**src/rtl/alu_pkg.sv**
```systemverilog
// Opcodes and sequencer states shared by the datapath ALU and the multiply sequencer.
package alu_pkg;

  localparam int unsigned ALU_WIDTH = 32;
  localparam int unsigned ALU_OP_W  = 3;

  localparam logic [ALU_OP_W-1:0] ALU_ADD = 3'b000;
  localparam logic [ALU_OP_W-1:0] ALU_OR  = 3'b001;
  localparam logic [ALU_OP_W-1:0] ALU_AND = 3'b010;
  localparam logic [ALU_OP_W-1:0] ALU_SHL = 3'b011;
  localparam logic [ALU_OP_W-1:0] ALU_SUB = 3'b100;

  typedef enum logic [1:0] {
    S_IDLE  = 2'd0,
    S_STEP  = 2'd1,
    S_SHIFT = 2'd2,
    S_DONE  = 2'd3
  } seq_state_e;

endpackage

```
**src/rtl/alu_mul_sequencer.sv**
```systemverilog
// Shift-and-add multiplier controller that performs every add/shift on the shared ALU.
module alu_mul_sequencer
  import alu_pkg::*;
#(
  parameter int unsigned WIDTH = ALU_WIDTH
) (
  input  logic                clk,
  input  logic                rst_n,
  input  logic                start,
  input  logic                abort,
  input  logic [WIDTH-1:0]    op_a,
  input  logic [WIDTH-1:0]    op_b,
  output logic [WIDTH-1:0]    alu_a,
  output logic [WIDTH-1:0]    alu_b,
  output logic [ALU_OP_W-1:0] alu_control,
  input  logic [WIDTH-1:0]    alu_result,
  output logic                busy,
  output logic                done,
  output logic [WIDTH-1:0]    product
);

  seq_state_e       state;
  seq_state_e       state_nxt;
  logic [WIDTH-1:0] acc;
  logic [WIDTH-1:0] mcand;
  logic [WIDTH-1:0] mplier;
  logic [WIDTH-1:0] product_q;

  // State register.
  always_ff @(posedge clk or negedge rst_n) begin
    if (!rst_n) state <= S_IDLE;
    else        state <= state_nxt;
  end

  // Next state: abort cancels only while the loop is running; DONE always completes.
  always_comb begin
    state_nxt = state;
    case (state)
      S_IDLE: begin
        if (start) state_nxt = S_STEP;
      end
      S_STEP: begin
        if (abort)              state_nxt = S_IDLE;
        else if (mplier == '0)  state_nxt = S_DONE;
        else if (mplier[0])     state_nxt = S_SHIFT;
        else                    state_nxt = S_STEP;
      end
      S_SHIFT: begin
        if (abort) state_nxt = S_IDLE;
        else       state_nxt = S_STEP;
      end
      S_DONE:  state_nxt = S_IDLE;
      default: state_nxt = S_IDLE;
    endcase
  end

  // ALU drive and status; the ALU sees a harmless 0+0 whenever it is not needed.
  always_comb begin
    alu_a       = '0;
    alu_b       = '0;
    alu_control = ALU_ADD;
    busy        = 1'b0;
    done        = 1'b0;
    case (state)
      S_STEP: begin
        busy = 1'b1;
        if (mplier != '0) begin
          if (mplier[0]) begin
            alu_a       = acc;
            alu_b       = mcand;
            alu_control = ALU_ADD;
          end else begin
            alu_a       = mcand;
            alu_b       = WIDTH'(1);
            alu_control = ALU_SHL;
          end
        end
      end
      S_SHIFT: begin
        busy        = 1'b1;
        alu_a       = mcand;
        alu_b       = WIDTH'(1);
        alu_control = ALU_SHL;
      end
      S_DONE: begin
        busy = 1'b1;
        done = 1'b1;
      end
      default: ;
    endcase
  end

  // Operand capture, accumulate/shift updates from the ALU, and product latch on DONE exit.
  always_ff @(posedge clk or negedge rst_n) begin
    if (!rst_n) begin
      acc       <= '0;
      mcand     <= '0;
      mplier    <= '0;
      product_q <= '0;
    end else begin
      case (state)
        S_IDLE: begin
          if (start) begin
            acc    <= '0;
            mcand  <= op_a;
            mplier <= op_b;
          end
        end
        S_STEP: begin
          if (!abort && (mplier != '0)) begin
            if (mplier[0]) begin
              acc <= alu_result;
            end else begin
              mcand  <= alu_result;
              mplier <= mplier >> 1;
            end
          end
        end
        S_SHIFT: begin
          if (!abort) begin
            mcand  <= alu_result;
            mplier <= mplier >> 1;
          end
        end
        S_DONE:  product_q <= acc;
        default: ;
      endcase
    end
  end

  // During DONE the result is shown straight from acc so it is valid alongside done.
  assign product = (state == S_DONE) ? acc : product_q;

endmodule
```
**config.mk**
```make
export PLATFORM = sky130hd
export DESIGN_NAME = alu_mul_sequencer
export DESIGN_NICKNAME = d
export VERILOG_FILES = /design/src/rtl/alu_pkg.sv /design/src/rtl/alu_mul_sequencer.sv
export SDC_FILE = /design/constraint.sdc
export NUM_CORES = 1
export LEC_CHECK = 0
export CAP_MARGIN = 5
export CORE_MARGIN = 1
export CORE_UTILIZATION = 44
export CTS_CLUSTER_SIZE = 24
export DETAILED_ROUTE_END_ITERATION = 10
export GPL_ROUTABILITY_DRIVEN = 0
export PLACE_DENSITY_LB_ADDON = 0.2
export SYNTH_ARGS = -nofsm -noshare
export SYNTH_HDL_FRONTEND = slang
export SYNTH_SLANG_ARGS = --single-unit
```
**constraint.sdc**
```tcl
create_clock -name clk -period 2.1 [get_ports clk]
set_clock_uncertainty 0.15 [all_clocks]
set_input_delay 0.42 -clock clk [delete_from_list [all_inputs] [get_ports clk]]
set_output_delay 0.42 -clock clk [all_outputs]
set_load 0.02 [all_outputs]
```
=== Yosys cells after proc, flatten, opt, wreduce, memory -nomap -nowiden ===
Cells that the tools add are included.

* Equal/unequal tests: 8
* Mux-type cells: 32
* Reduce and logical (&&, ||, !) cells: 11

{| class="wikitable"
|+ Operators by type and width
! cell !! count
|-
| $mux 32 || 16
|-
| $pmux 32 s2 || 3
|-
| $pmux 32 s3 || 2
|-
| $logic_not 32->1 || 1
|-
| $reduce_bool 32->1 || 1
|-
| $mux 2 || 6
|-
| $ne 2x2->1 const B || 5
|-
| $pmux 2 s4 || 1
|-
| $reduce_and 4->1 || 2
|-
| $reduce_and 5->1 || 1
|-
| $eq 2x2->1 const B || 2
|-
| $pmux 2 s2 || 1
|-
| $mux 1 || 3
|-
| $reduce_bool 3->1 || 1
|-
| $reduce_or 3->1 || 1
|-
| $eq 2x1->1 const B || 1
|-
| $logic_not 2->1 || 1
|-
| $reduce_bool 2->1 || 1
|-
| $logic_and 1x1->1 || 1
|-
| $logic_not 1->1 || 1
|}

* Register bits: 130
* Input bits: 100

=== Depth between registers and ports, before layout ===
* Depth in word-level cells: 4
* Depth in mapped cells: 8
* Gate-level depth less buffers: 7

=== Least setup slack after synthesis ===
OpenSTA, ideal clock, no wires.

* Kind: flip-flop to output port
* Start point: reg state[1]
* End point: out alu_a[0]
* Arrival time: 2002 ps
* Data required time: 1530 ps
* Setup slack: -472 ps
* Cell stages (with the launch flop): 8
* Buffers on the path: 1
* Path through: dfrtp_1 inv_1 ha_1 nor2b_1 o21ai_0 o21ai_1 clkbuf_1 a22o_1

* Word-level cells in the longest chain between the ends: 2

{| class="wikitable"
|+ RTL lines
! what !! line !! source
|-
| from (decl) || alu_mul_sequencer.sv:22 || <nowiki>seq_state_e state;</nowiki>
|-
| from (signal assigned) || alu_mul_sequencer.sv:32 || <nowiki>else state <= state_nxt;</nowiki>
|-
| $eq 2x2->1 or $eq 2x1->1 (tied branches) || alu_mul_sequencer.sv:64 || <nowiki>case (state)</nowiki>
|-
| $pmux 32 s2 (*) || alu_mul_sequencer.sv:64 ||
|-
| to (decl) || alu_mul_sequencer.sv:13 || <nowiki>output logic [WIDTH-1:0] alu_a,</nowiki>
|}

Mark *: on every way between the ends. The rest lies on a longest branch, timed or not.

=== Worst setup path in the final report ===
* Start point: reg mplier[19]
* End point: out alu_a[14]

* Word-level cells in the longest chain between the ends: 3

{| class="wikitable"
|+ RTL lines
! what !! line !! source
|-
| from (decl) || alu_mul_sequencer.sv:26 || <nowiki>logic [WIDTH-1:0] mplier;</nowiki>
|-
| from (signal assigned) || alu_mul_sequencer.sv:106 || <nowiki>mplier <= op_b;</nowiki>
|-
| from (signal assigned) || alu_mul_sequencer.sv:115 || <nowiki>mplier <= mplier >> 1;</nowiki>
|-
| from (signal assigned) || alu_mul_sequencer.sv:122 || <nowiki>mplier <= mplier >> 1;</nowiki>
|-
| $reduce_bool 32->1 || alu_mul_sequencer.sv:67 || <nowiki>if (mplier != '0) begin</nowiki>
|-
| $mux 32 || alu_mul_sequencer.sv:67 ||
|-
| $pmux 32 s2 || alu_mul_sequencer.sv:64 ||
|}

Every way passes these cells.

==> PnR_summary.wiki <==
{| class="wikitable"
! Metric !! Value
|-
| Outcome || finished with violations
|-
| Violations in the final reports || setup timing
|-
| Power dissipated by switching net loads || 0.00922 W
|-
| Worst Tran Pin Value || 0.559 ns
|-
| Number of buffers on the longest clock path || 2
|-
| R2R setup slack || -0.44 ns
|-
| Worst setup slack before clock tree synthesis || -0.758 ns
|-
| Largest net degree at the start of global routing || 77
|-
| Post-DR vias/cell || 5.99
|-
| Tightest Hold Check Type || in -> async
|-
| Internal power contribution || 0.0124 W
|-
| Post-route clock period utilization || 142%
|-
| Relative slew slack || 62.6%
|-
| LEAKAGE || 5.85 nW
|-
| Final hold violation count || 0
|-
| Starting density of the core || 45.0%
|-
| Clock-pin slew on the worst setup and hold paths || 0.06 ns
|-
| X dimension of the die || 130 um
|-
| Data arrival, critical path || 2.42 ns
|-
| Most frequent cell after synthesis || dfrtp_1
|-
| Proportion of total power due to net switching || 42.6%
|-
| Clock tree from TritonCTS || done
|-
| Depth of the worst register-to-register path || 12
|-
| Wire length of the first global-routing pass || 40.8 mm
|-
| Number of global-route vias before repair || 7507
|-
| Setup violators final || 194
|-
| Final-report max-slew violation count || 0
|-
| Highest fanout seen on the critical path || 6
|-
| Share of cells above drive strength 1 || 48.5%
|-
| Via count || 7399
|-
| Category of the most critical setup path || reg -> out
|-
| Residual overflow from global routing || 0
|-
| Minimum setup slack in the final design || -0.886 ns
|-
| Layout fillers || 916
|-
| H-Tree Depth || 4
|-
| Netlist cell types || 35
|-
| Top cell type's share of synthesized area || 45.5%
|-
| Worst setup EP type || output pin
|-
| Multi-input gate area || 4580 um^2
|-
| Detailed-routing iteration count for the pre-antenna-repair pass || 5
|-
| Half-perimeter wire length after placement || 15.8 mm
|-
| I/O pin total || 201
|-
| Port Buffers || 199
|-
| Sequential share of the synthesized area || 45.5%
|-
| Main flop type after synthesis || dfrtp_1
|-
| Syn Inst Count || 701
|-
| Final #Nets || 1113
|-
| Register share of total power || 20.9%
|-
| Footprint of the flip-flops and latches || 3250 um^2
|-
| Power Dens Cells || 1710 nW/um^2
|-
| Ys Warns || 0
|-
| DR DRC count || 0
|-
| Required time of the critical path || 1.53 ns
|-
| Dominant cell type by area after synthesis || dfrtp_1
|-
| Net count after synthesis || 806
|-
| Startpoint class of the critical path || register
|-
| Synthesized area per cell || 10.2 um^2
|-
| Antenna Violating Nets Remaining || 0
|-
| Area growth from synthesis to layout || 76.7%
|-
| Max capacitance violation total || 0
|-
| Root buf cell || clkbuf_16
|-
| Final Util || 79.6%
|-
| IR drop worst, VDD || 0.00118 V
|-
| Global routing usage summed across all routing layers || 32.2%
|-
| Commonest cells in the netlist || 130 x dfrtp_1, 96 x nand3_1, 63 x mux2i_1
|-
| Die Footprint || 16800 um^2
|-
| Reg-to-reg endpoint || mcand[6]
|-
| Share of power burned in the clock network || 12.8%
|-
| Num Clock Sinks || 130
|-
| Placeable core area || 15900 um^2
|-
| Iter 0 DRT Violations || 550
|-
| Number of buffers added by the clock tree synthesis step || 17
|-
| Worst flop-to-flop path startpoint || state[1]
|-
| Synthesized area || 7160 um^2
|-
| Std cell rows || 46
|-
| Seq cells post-synth || 130
|-
| Total length of routed wires || 28.5 mm
|-
| Ant diodes || 0
|-
| WL per Instance || 23.1 um
|-
| Logic pwr share || 66.2%
|-
| Number of antenna violations at the first check in global routing || 0
|-
| Synth area leaders || dfrtp_1 45%, mux2i_1 8.8%, a22o_1 7.6%
|-
| Unrepaired setup endpoints after global routing || true
|-
| Ys async rst share || 100%
|-
| Die height || 130 um
|-
| Clk Latency, worst-skew pair || 0.42 ns
|-
| Final critical path time including I/O delays and setup || 2.99 ns
|-
| Maximum clock frequency || 335 MHz
|-
| Number of enable-type register cells in the synthesized netlist || 0
|}
placed cells by master, fill, tap and decap left out, types with 32 or more instances in the layout:
cell type,count
clkdlybuf4s50_1,98
nor2_1,34
nand3_1,95
mux2i_1,63
buf_6,134
buf_4,76
a22o_1,34
a22oi_2,32
dfrtp_1,130
critical path: stages, from the launching register on:
cell	delay, ns
dfrtp_1	0.39
nor4_2	0.30
nand4_1	0.24
o21ai_2	0.27
o21ai_4	0.12
buf_12	0.15
clkbuf_16	0.16
a22o_4	0.22
buf_6	0.13
metrics by stage:
stage	TNS [ns]	instance area [um^2]	total power [W]	hold slack [ns]	instances
2_1_floorplan	-1.97	7530	0.0108	-0.0256	701
3_3_place_gp	-80.83	10300	0.0145	0.233	1135
3_5_place_dp	-88.04	10300	0.0149	0.236	1135
4_1_cts	-72.82	11900	0.0198	0.349	1222
5_1_grt	-96.26	12600	0.0225	0.363	1236
6_report	-86.30	12600	0.0217	0.355	1236
power by group through the flow:
| stage | logic (W) | registers (W) | clock network, W |
|---|---|---|---|
| after floorplan | 0.00660 | 0.00418 | 0 |
| after global placement | 0.0102 | 0.00433 | 0 |
| after detailed placement | 0.0104 | 0.00442 | 0 |
| after CTS | 0.0126 | 0.00444 | 0.00279 |
| after global routing | 0.0150 | 0.00464 | 0.00292 |
| final | 0.0143 | 0.00454 | 0.00278 |
logic make-up after synthesis:
kind of cell | Yosys count | share of synthesized area (%)
AO/OA/AOI/OAI | 147 | 17.1
flip-flops | 130 | 45.5
adder cells (fa/ha/maj) | 5 | 0.874
other | 1 | 0.0524
buffers and inverters | 75 | 4.60
AND/OR/NAND/NOR | 248 | 18.0
multiplexers | 95 | 13.8
repair_timing:
item,4_1_cts,5_1_grt
gates resized for setup,657,174
pin swaps,23,89
setup endpoints to repair,197,197
hold buffers,1,0
cloned,16,4
hold endpoints to repair,43,0
setup buffers,43,24
worst max-delay path by stage:
stage                    start   endpoint  slack [ns]  cells past startpoint
global placement      state[1]  alu_a[21]       -0.69                      8
global route        mplier[19]  alu_a[22]       -0.94                      8
finish              mplier[19]  alu_a[14]       -0.89                      8
CTS                 mplier[13]  alu_a[15]       -0.81                      8
floorplan             state[1]   alu_a[0]       -0.12                      7
detailed placement  mplier[10]  alu_a[26]       -0.76                      7
area by class of cell:
class / count / area share (%)
clock buffer: 26 / 3.87
inverter: 6 / 0.198
sequential: 130 / 25.7
clock inverter: 5 / 0.416
tap: 216 / 2.14
timing repair buffer: 353 / 31.4
multi-input combinational: 500 / 36.2
sequential cells by signal, summed over array words and instances, names as in the netlist:
signal / cells
acc: 32
mcand: 32
mplier: 32
product_q: 32
state: 2
per-layer routing:
layer	up-vias	share of wire (%)	track usage, %
met5	-	0	0
met4	0	2.9	11.8
met3	72	7.2	8.34
met2	369	51	54.0
met1	3739	39	40.1
li1	3219	-	-
Note: power is estimated with default switching activity, not from simulation.
